[config.mk]
export PLATFORM = sky130hd
export DESIGN_NAME = seq_divider
export DESIGN_NICKNAME = d
export VERILOG_FILES = /design/src/rtl/arith_pkg.sv /design/src/rtl/seq_divider.sv
export SDC_FILE = /design/constraint.sdc
export NUM_CORES = 1
export LEC_CHECK = 0
export BUFFER_PORTS_ARGS = -buffer_cell sky130_fd_sc_hd__buf_2
export CAP_MARGIN = 20
export CELL_PAD_IN_SITES_DETAIL_PLACEMENT = 0
export CELL_PAD_IN_SITES_GLOBAL_PLACEMENT = 1
export CORE_MARGIN = 3
export CORE_UTILIZATION = 42
export CTS_CLUSTER_DIAMETER = 80
export DETAILED_ROUTE_END_ITERATION = 10
export MAX_ROUTING_LAYER = met4
export PLACE_DENSITY = 0.9
export REMOVE_ABC_BUFFERS = 1
export SYNTH_ARGS = -nofsm -noshare
export SYNTH_HDL_FRONTEND = slang
export SYNTH_SLANG_ARGS = --single-unit
[constraint.sdc]
create_clock -name clk -period 3.27 [get_ports clk]
set_input_delay 0.1635 -clock clk [delete_from_list [all_inputs] [get_ports clk]]
set_output_delay 0.1635 -clock clk [all_outputs]
set_load 0.005 [all_outputs]
[src/rtl/arith_pkg.sv]
// arith_pkg: shared FSM encoding and default width for the sequential arithmetic units
package arith_pkg;

    localparam int ARITH_WIDTH = 8;

    typedef enum logic [1:0] {
        S_IDLE   = 2'b00,
        S_SHIFT  = 2'b01,
        S_SUB    = 2'b10,
        S_FINISH = 2'b11
    } state_t;

endpackage

[src/rtl/seq_divider.sv]
// seq_divider: sequential unsigned restoring divider, one quotient bit per shift/subtract pair
module seq_divider
    import arith_pkg::*;
#(
    parameter int WIDTH = ARITH_WIDTH,
    parameter int CNT_W = 4
) (
    input  logic             clk,
    input  logic             reset,
    input  logic             start,
    input  logic [WIDTH-1:0] dividend,
    input  logic [WIDTH-1:0] divisor,
    output logic [WIDTH-1:0] quotient,
    output logic [WIDTH-1:0] remainder,
    output logic             done,
    output logic             busy,
    output logic             div_by_zero
);

    state_t             state_q, state_d;
    logic [WIDTH:0]     rem_q, rem_d;
    logic [WIDTH-1:0]   quo_q, quo_d;
    logic [WIDTH-1:0]   div_q, div_d;
    logic [CNT_W-1:0]   cnt_q, cnt_d;
    logic [WIDTH-1:0]   quotient_q, quotient_d;
    logic [WIDTH-1:0]   remainder_q, remainder_d;
    logic               done_q, done_d;
    logic               dbz_q, dbz_d;
    logic [WIDTH:0]     diff;
    logic               fits;

    // rem_q carries one extra bit so the trial compare never wraps
    assign diff = rem_q - {1'b0, div_q};
    assign fits = rem_q >= {1'b0, div_q};

    always_comb begin
        state_d     = state_q;
        rem_d       = rem_q;
        quo_d       = quo_q;
        div_d       = div_q;
        cnt_d       = cnt_q;
        quotient_d  = quotient_q;
        remainder_d = remainder_q;
        done_d      = done_q;
        dbz_d       = dbz_q;
        case (state_q)
            S_IDLE: begin
                if (start && divisor != '0) begin
                    rem_d   = '0;
                    quo_d   = dividend;
                    div_d   = divisor;
                    cnt_d   = CNT_W'(WIDTH);
                    done_d  = 1'b0;
                    dbz_d   = 1'b0;
                    state_d = S_SHIFT;
                end else if (start) begin
                    quotient_d  = '1;
                    remainder_d = dividend;
                    dbz_d       = 1'b1;
                    done_d      = 1'b1;
                    state_d     = S_FINISH;
                end
            end
            S_SHIFT: begin
                {rem_d, quo_d} = {rem_q[WIDTH-1:0], quo_q, 1'b0};
                cnt_d          = cnt_q - 1'b1;
                state_d        = S_SUB;
            end
            S_SUB: begin
                rem_d   = fits ? diff : rem_q;
                quo_d   = {quo_q[WIDTH-1:1], fits};
                state_d = (cnt_q == '0) ? S_FINISH : S_SHIFT;
                if (cnt_q == '0) begin
                    quotient_d  = quo_d;
                    remainder_d = rem_d[WIDTH-1:0];
                    done_d      = 1'b1;
                end
            end
            S_FINISH: state_d = start ? S_FINISH : S_IDLE;
        endcase
    end

    always_ff @(posedge clk) begin
        if (reset) begin
            state_q     <= S_IDLE;
            rem_q       <= '0;
            quo_q       <= '0;
            div_q       <= '0;
            cnt_q       <= '0;
            quotient_q  <= '0;
            remainder_q <= '0;
            done_q      <= 1'b0;
            dbz_q       <= 1'b0;
        end else begin
            state_q     <= state_d;
            rem_q       <= rem_d;
            quo_q       <= quo_d;
            div_q       <= div_d;
            cnt_q       <= cnt_d;
            quotient_q  <= quotient_d;
            remainder_q <= remainder_d;
            done_q      <= done_d;
            dbz_q       <= dbz_d;
        end
    end

    assign quotient    = quotient_q;
    assign remainder   = remainder_q;
    assign done        = done_q;
    assign div_by_zero = dbz_q;
    assign busy        = (state_q == S_SHIFT) || (state_q == S_SUB);

endmodule

Word level (Yosys, flattened, before mapping) --
Cells that the tools add are included.
Storage, ports and cells: output and inout bits 19, register bits 49
Cells by class: multiplexer cells 24, add/sub/neg operators 2, eq/ne operators 9, bitwise operators 1, reductions and logical operators 17, order comparisons 1
Operators by type and width (number):
- 8-bit 2-to-1 mux | 7
- 8-bit case mux with 2 select lines | 2
- 9-bit case mux with 3 select lines | 1
- 8-bit case mux with 3 select lines | 1
- 9-bit 2-to-1 mux | 2
- 2-bit != test (second input constant) | 5
- 9-bit by 8-bit greater-or-equal comparator with 1-bit output | 1
- 3-bit AND reduction | 3
- 9-bit by 8-bit subtractor with 9-bit output | 1
- 2-bit 2-to-1 mux | 4
- 2-bit case mux with 4 select lines | 1
- 4-bit case mux with 2 select lines | 1
- 2-bit AND reduction | 4
- 8-bit nonzero test | 1
- 2-bit nonzero test | 3
- 2-bit equality test (second input constant) | 2
- 4-bit logical NOT | 1
- 4-bit 2-to-1 mux | 1
- 4-bit AND reduction | 1
- 4-bit by 1-bit subtractor with 4-bit output (second input constant) | 1
- 1-bit 2-to-1 mux | 3
- 3-bit != test (second input constant) | 1
- 3-bit nonzero test | 1
- 2-bit by 1-bit equality test with 1-bit output (second input constant) | 1
- 5 further kinds | 5

Logic depth before layout (Yosys ltp) --
word-level depth 4, depth in mapped cells 10, mapped depth without buffers 10

Worst setup path before layout --
Ideal clock, no wire load.
path kind reg2reg, start register rem_q[0], end register remainder_q[6], in the netlist remainder[6], clock period less this slack 2.256 ns, data arrival time 2.196 ns, path slack 1.014 ns, data required time 3.210 ns, cell stages (with the launch flop) 11, buffers on the path 0, path through dfxtp_1 > inv_1 > ha_1 > inv_1 > fa_1 > a21o_1 > a221oi_1 > xnor2_1 > mux2i_1 > a2111oi_0 > a31o_1
Between the ends: longest elaborated chain between the ends 4
RTL lines:
- from (decl) | RTL line seq_divider.sv:21 | logic [WIDTH:0] rem_q, rem_d;
- from (signal assigned) | RTL line seq_divider.sv:96 | rem_q <= rem_d;
- 9-bit by 8-bit subtractor with 9-bit output / 9-bit by 8-bit greater-or-equal comparator with 1-bit output (equally long branches) | RTL line seq_divider.sv:33, seq_divider.sv:34
- 9-bit 2-to-1 mux * | RTL line seq_divider.sv:70 | rem_d = fits ? diff : rem_q;
- 8-bit 2-to-1 mux * | RTL line seq_divider.sv:73 | if (cnt_q == '0) begin
- 8-bit case mux with 2 select lines * | RTL line seq_divider.sv:46 | case (state_q)
- to (signal assigned) | RTL line seq_divider.sv:101 | remainder_q <= remainder_d;
- to (decl) | RTL line seq_divider.sv:26 | logic [WIDTH-1:0] remainder_q, remainder_d;
Every way passes the cells marked *; elsewhere a longest branch is shown, timed or not. The select of a mux whose other input is x is not followed. A chain may end at the register's enable or synchronous reset.

Worst setup path after layout --
start register state_q[0], end register remainder_q[6], in the netlist remainder[6]
Between the ends: longest elaborated chain between the ends 3
RTL lines:
- from (decl) | RTL line seq_divider.sv:20 | state_t state_q, state_d;
- from (signal assigned) | RTL line seq_divider.sv:95 | state_q <= state_d;
- 2-bit equality test / 2-bit logical NOT (equally long branches) | RTL line seq_divider.sv:46
- 2-bit != test (no source line) / 2-bit nonzero test (equally long branches)
- 4-bit AND reduction (no source line)
Several ways; a longest one is shown, not always the timed one.

==> flow_summary.json <==
{
  "result_of_the_run": "finished clean",
  "post_cts.resized_instances": 0,
  "power.static_leakage_nw": 1.234,
  "grt_use_total": 0.1905,
  "finalWeightedCongestion": 0.7737,
  "final_min_period_over_clock_period": 0.7937,
  "final.min_clock_period_ps": 2595,
  "layout.cells.most_common_list": "sky130_fd_sc_hd__dfxtp_1, sky130_fd_sc_hd__nand2_1, sky130_fd_sc_hd__buf_2",
  "clock_insertion_delay_worst_skew_ps": 310,
  "place_ws_ps": 656.4,
  "fraction_of_synthesized_cell_area_taken_by_the_top_area_cell_type": 0.3590,
  "avgSynthCellArea_um2": 8.061,
  "cp.buffers_inverters": 1,
  "timing.final.setup_violations": 0,
  "timing.clock.skew_ps": 9.229,
  "clk_path_buf_depth": 2,
  "finalHoldWorstSlack_ps": 100.7,
  "setup.worst_path.end_class": "register",
  "critical_path.slowest_cell": "sky130_fd_sc_hd__ha_1",
  "yosysSeqAreaShare": 0.3590,
  "max_cap_viol_count": 0,
  "cellPowerDensity_nw_per_um2": 601.8,
  "crit_path_max_incr_delay_ps": 560,
  "grt_setup_unrepaired": "false",
  "ys.flop_type": "sky130_fd_sc_hd__dfxtp_1",
  "cp_max_fo": 18,
  "tritoncts": "done",
  "initial_utilization": 0.4483,
  "synth_enable_flop_cells": 0,
  "power_switching_share": 0.3923,
  "synth_simple_gate_area_frac": 0.1763,
  "ys_seq_elements": 49,
  "power_frac_clock": 0.206,
  "met3_length_um": 325,
  "seq_power_share": 0.408,
  "final_core_utilization": 0.5010,
  "synth_compound_gate_area_share": 0.2788,
  "postPlaceCellArea_um2": 2960,
  "wl_met1_um": 3120,
  "path_class": "reg -> reg",
  "switch_pwr_mw": 0.7210,
  "antenna_left": 0,
  "clock_tree.htree_level_count": 2,
  "fp.dieW_um": 86.66,
  "dp_cells": 437,
  "mostFrequentLayoutCell": "sky130_fd_sc_hd__dfxtp_1",
  "netlist_top_cells_area": "sky130_fd_sc_hd__dfxtp_1, sky130_fd_sc_hd__nand2_1, sky130_fd_sc_hd__ha_1",
  "syn_warnings": 0,
  "post_synth_fa_ha_maj_area_fraction": 0.06685,
  "drt-wirelength-per-cell_um": 14.89,
  "timing.critical_path.arrival_ps": 2860,
  "design_area_um2": 3054,
  "route.final.wire_length_um": 6624,
  "core_um2": 6096,
  "placement.io_buffers": 37,
  "share_of_post_route_cells_with_drive_strength_above_1": 0.1838,
  "fp.dieArea_um2": 7510,
  "finalHoldViolCount": 0,
  "path_clk_slew_ps": 100,
  "antenna_cells_inserted": 0,
  "grt_first_pass_wirelength_um": 11240,
  "grt_start_max_net_pins": 34,
  "postCtsHoldBufs": 0,
  "std_cell_rows": 28,
  "totalNegativeSetupSlack_ps": 0,
  "drt_first_iter_violations": 208,
  "cts-buffers-inserted": 5,
  "top_layer": "met4",
  "fp.dieH_um": 86.66,
  "synthXorXnorAreaFrac": 0.01603,
  "total_power_mw": 1.838,
  "drt-pass1-iter-count": 5,
  "synth.cell_area_um2": 2733,
  "fin_nets": 402,
  "drt_drc_violations_left": 0,
  "startpoint_type": "register",
  "post_drt_via_cell_ratio": 5.645,
  "yosys.area.top_type": "sky130_fd_sc_hd__dfxtp_1",
  "grt_pass1_vias": 2368,
  "met2WireLength_um": 3113,
  "min-delay-path-class": "in -> reg",
  "share_comb_of_total_power": 0.386,
  "final_cells": 445,
  "synth_top_family_by_area": "compound AO/OA/AOI/OAI gates",
  "vias": 2512,
  "slew_headroom": 0.5957,
  "dp.final_hpwl_um": 4860,
  "root_buffer": "sky130_fd_sc_hd__clkbuf_8",
  "crit_path_cell_trace": "inv_1 -> ha_1 -> and4bb_2 -> a21oi_1 -> a21oi_2 -> nand2_1 -> a2111oi_0 -> a31o_1",
  "ys_async_sr_fraction": 0,
  "drv_slew": 0,
  "cts_setup_buffers": 0,
  "cpLargestDelayFamily": "compound AO/OA/AOI/OAI gates",
  "globalRouteOverflowTotal": 0,
  "io-pin-count": 38,
  "layout_setup_ws_ps": 674.7,
  "p_int_mw": 1.117,
  "clock.fmax_mhz": 385.3,
  "critPathRequiredTime_ps": 3540,
  "synthesized_instance_count": 339,
  "synth_to_final_area_change_pct": 11.77,
  "vdd_ir_drop_max_mv": 0.3190,
  "worst_slew_pin_slew_ps": 604.9,
  "yosys-mux-area-fraction": 0.03342,
  "total_clock_sinks": 49,
  "initial_antenna_violation_count": 0,
  "synthDistinctLibCells": 52
}
-- cell families after synthesis --
family | count (synthesis)
AOI/OAI and AO/OA | 107
and+or+nand+nor | 109
muxes | 9
xor gates and xnor gates | 5
adders and majority gates | 14
DFF | 49
buffers and inverters | 46
-- synthesized netlist by cell type, types with 2 or more instances --
master / instances
sky130_fd_sc_hd__nor3_1: 2
sky130_fd_sc_hd__and2_1: 2
sky130_fd_sc_hd__o21ai_0: 15
sky130_fd_sc_hd__a211o_1: 2
sky130_fd_sc_hd__inv_1: 25
sky130_fd_sc_hd__a21oi_2: 6
sky130_fd_sc_hd__a211oi_1: 6
sky130_fd_sc_hd__mux2i_1: 8
sky130_fd_sc_hd__a32oi_1: 3
sky130_fd_sc_hd__nor4_2: 2
sky130_fd_sc_hd__a221oi_1: 5
sky130_fd_sc_hd__clkbuf_1: 11
sky130_fd_sc_hd__a21oi_1: 31
sky130_fd_sc_hd__a21oi_4: 2
sky130_fd_sc_hd__ha_1: 13
sky130_fd_sc_hd__nand2_1: 44
sky130_fd_sc_hd__xnor2_1: 3
sky130_fd_sc_hd__buf_2: 5
sky130_fd_sc_hd__xor2_1: 2
sky130_fd_sc_hd__a21o_1: 4
sky130_fd_sc_hd__a31o_1: 2
sky130_fd_sc_hd__nand2b_1: 3
sky130_fd_sc_hd__o32ai_1: 2
sky130_fd_sc_hd__nor2_1: 36
sky130_fd_sc_hd__a31oi_1: 2
sky130_fd_sc_hd__nand3_1: 13
sky130_fd_sc_hd__a22oi_1: 4
sky130_fd_sc_hd__dfxtp_1: 49
sky130_fd_sc_hd__nor2_2: 2
sky130_fd_sc_hd__and3_1: 2
sky130_fd_sc_hd__a311oi_1: 10
sky130_fd_sc_hd__o21ai_1: 3
-- layer usage --
| metal | up-vias | track usage |
|---|---|---|
| met2 | 56 | 0.3039 |
| met3 | 9 | 0.03232 |
| met4 | 0 | 0.04533 |
| met5 | - | - |
| li1 | 1264 | - |
| met1 | 1183 | 0.2525 |
-- worst paths after layout --
kind          startpoint            to  slack [ps]  cells past startpoint
max           state_q[0]  remainder[6]         670                      8
min           divisor[7]      div_q[7]         100                      3
max reg2reg   state_q[0]  remainder[6]         670                      8
min reg2reg  quotient[4]   quotient[4]         450                      2
-- registers in the layout, indices dropped and copies added, names as in the netlist --
register / count
rem_q: 9
quotient: 8
quo_q: 8
div_by_zero: 1
remainder: 8
div_q: 8
cnt_q: 4
state_q: 2
done: 1
-- power groups by stage --
stage	registers (mW)	logic, mW	clock network, mW
final	0.749	0.709	0.379
after global routing	0.763	0.798	0.408
after CTS	0.750	0.709	0.391
after detailed placement	0.763	0.707	0
after global placement	0.761	0.697	0
after floorplan	0.758	0.486	0
-- worst reg2reg max path, stage by stage (launching register included) --
cell and delay, ps:
sky130_fd_sc_hd__dfxtp_1 340, sky130_fd_sc_hd__inv_1 120, sky130_fd_sc_hd__ha_1 560, sky130_fd_sc_hd__and4bb_2 340, sky130_fd_sc_hd__a21oi_1 50, sky130_fd_sc_hd__a21oi_2 170, sky130_fd_sc_hd__nand2_1 390, sky130_fd_sc_hd__a2111oi_0 440
sky130_fd_sc_hd__a31o_1 140
-- final cells by class --
class / count / area, um^2
well taps: 75 / 93.84
fillers: 639 / 3042
multi-input cells: 244 / 1562
flip-flops and latches: 49 / 980.9
clock inverters: 3 / 25.02
repair buffers: 42 / 222.7
clock buffers: 5 / 68.82
inverters: 27 / 101.3
(Power assumes the default switching activity.)
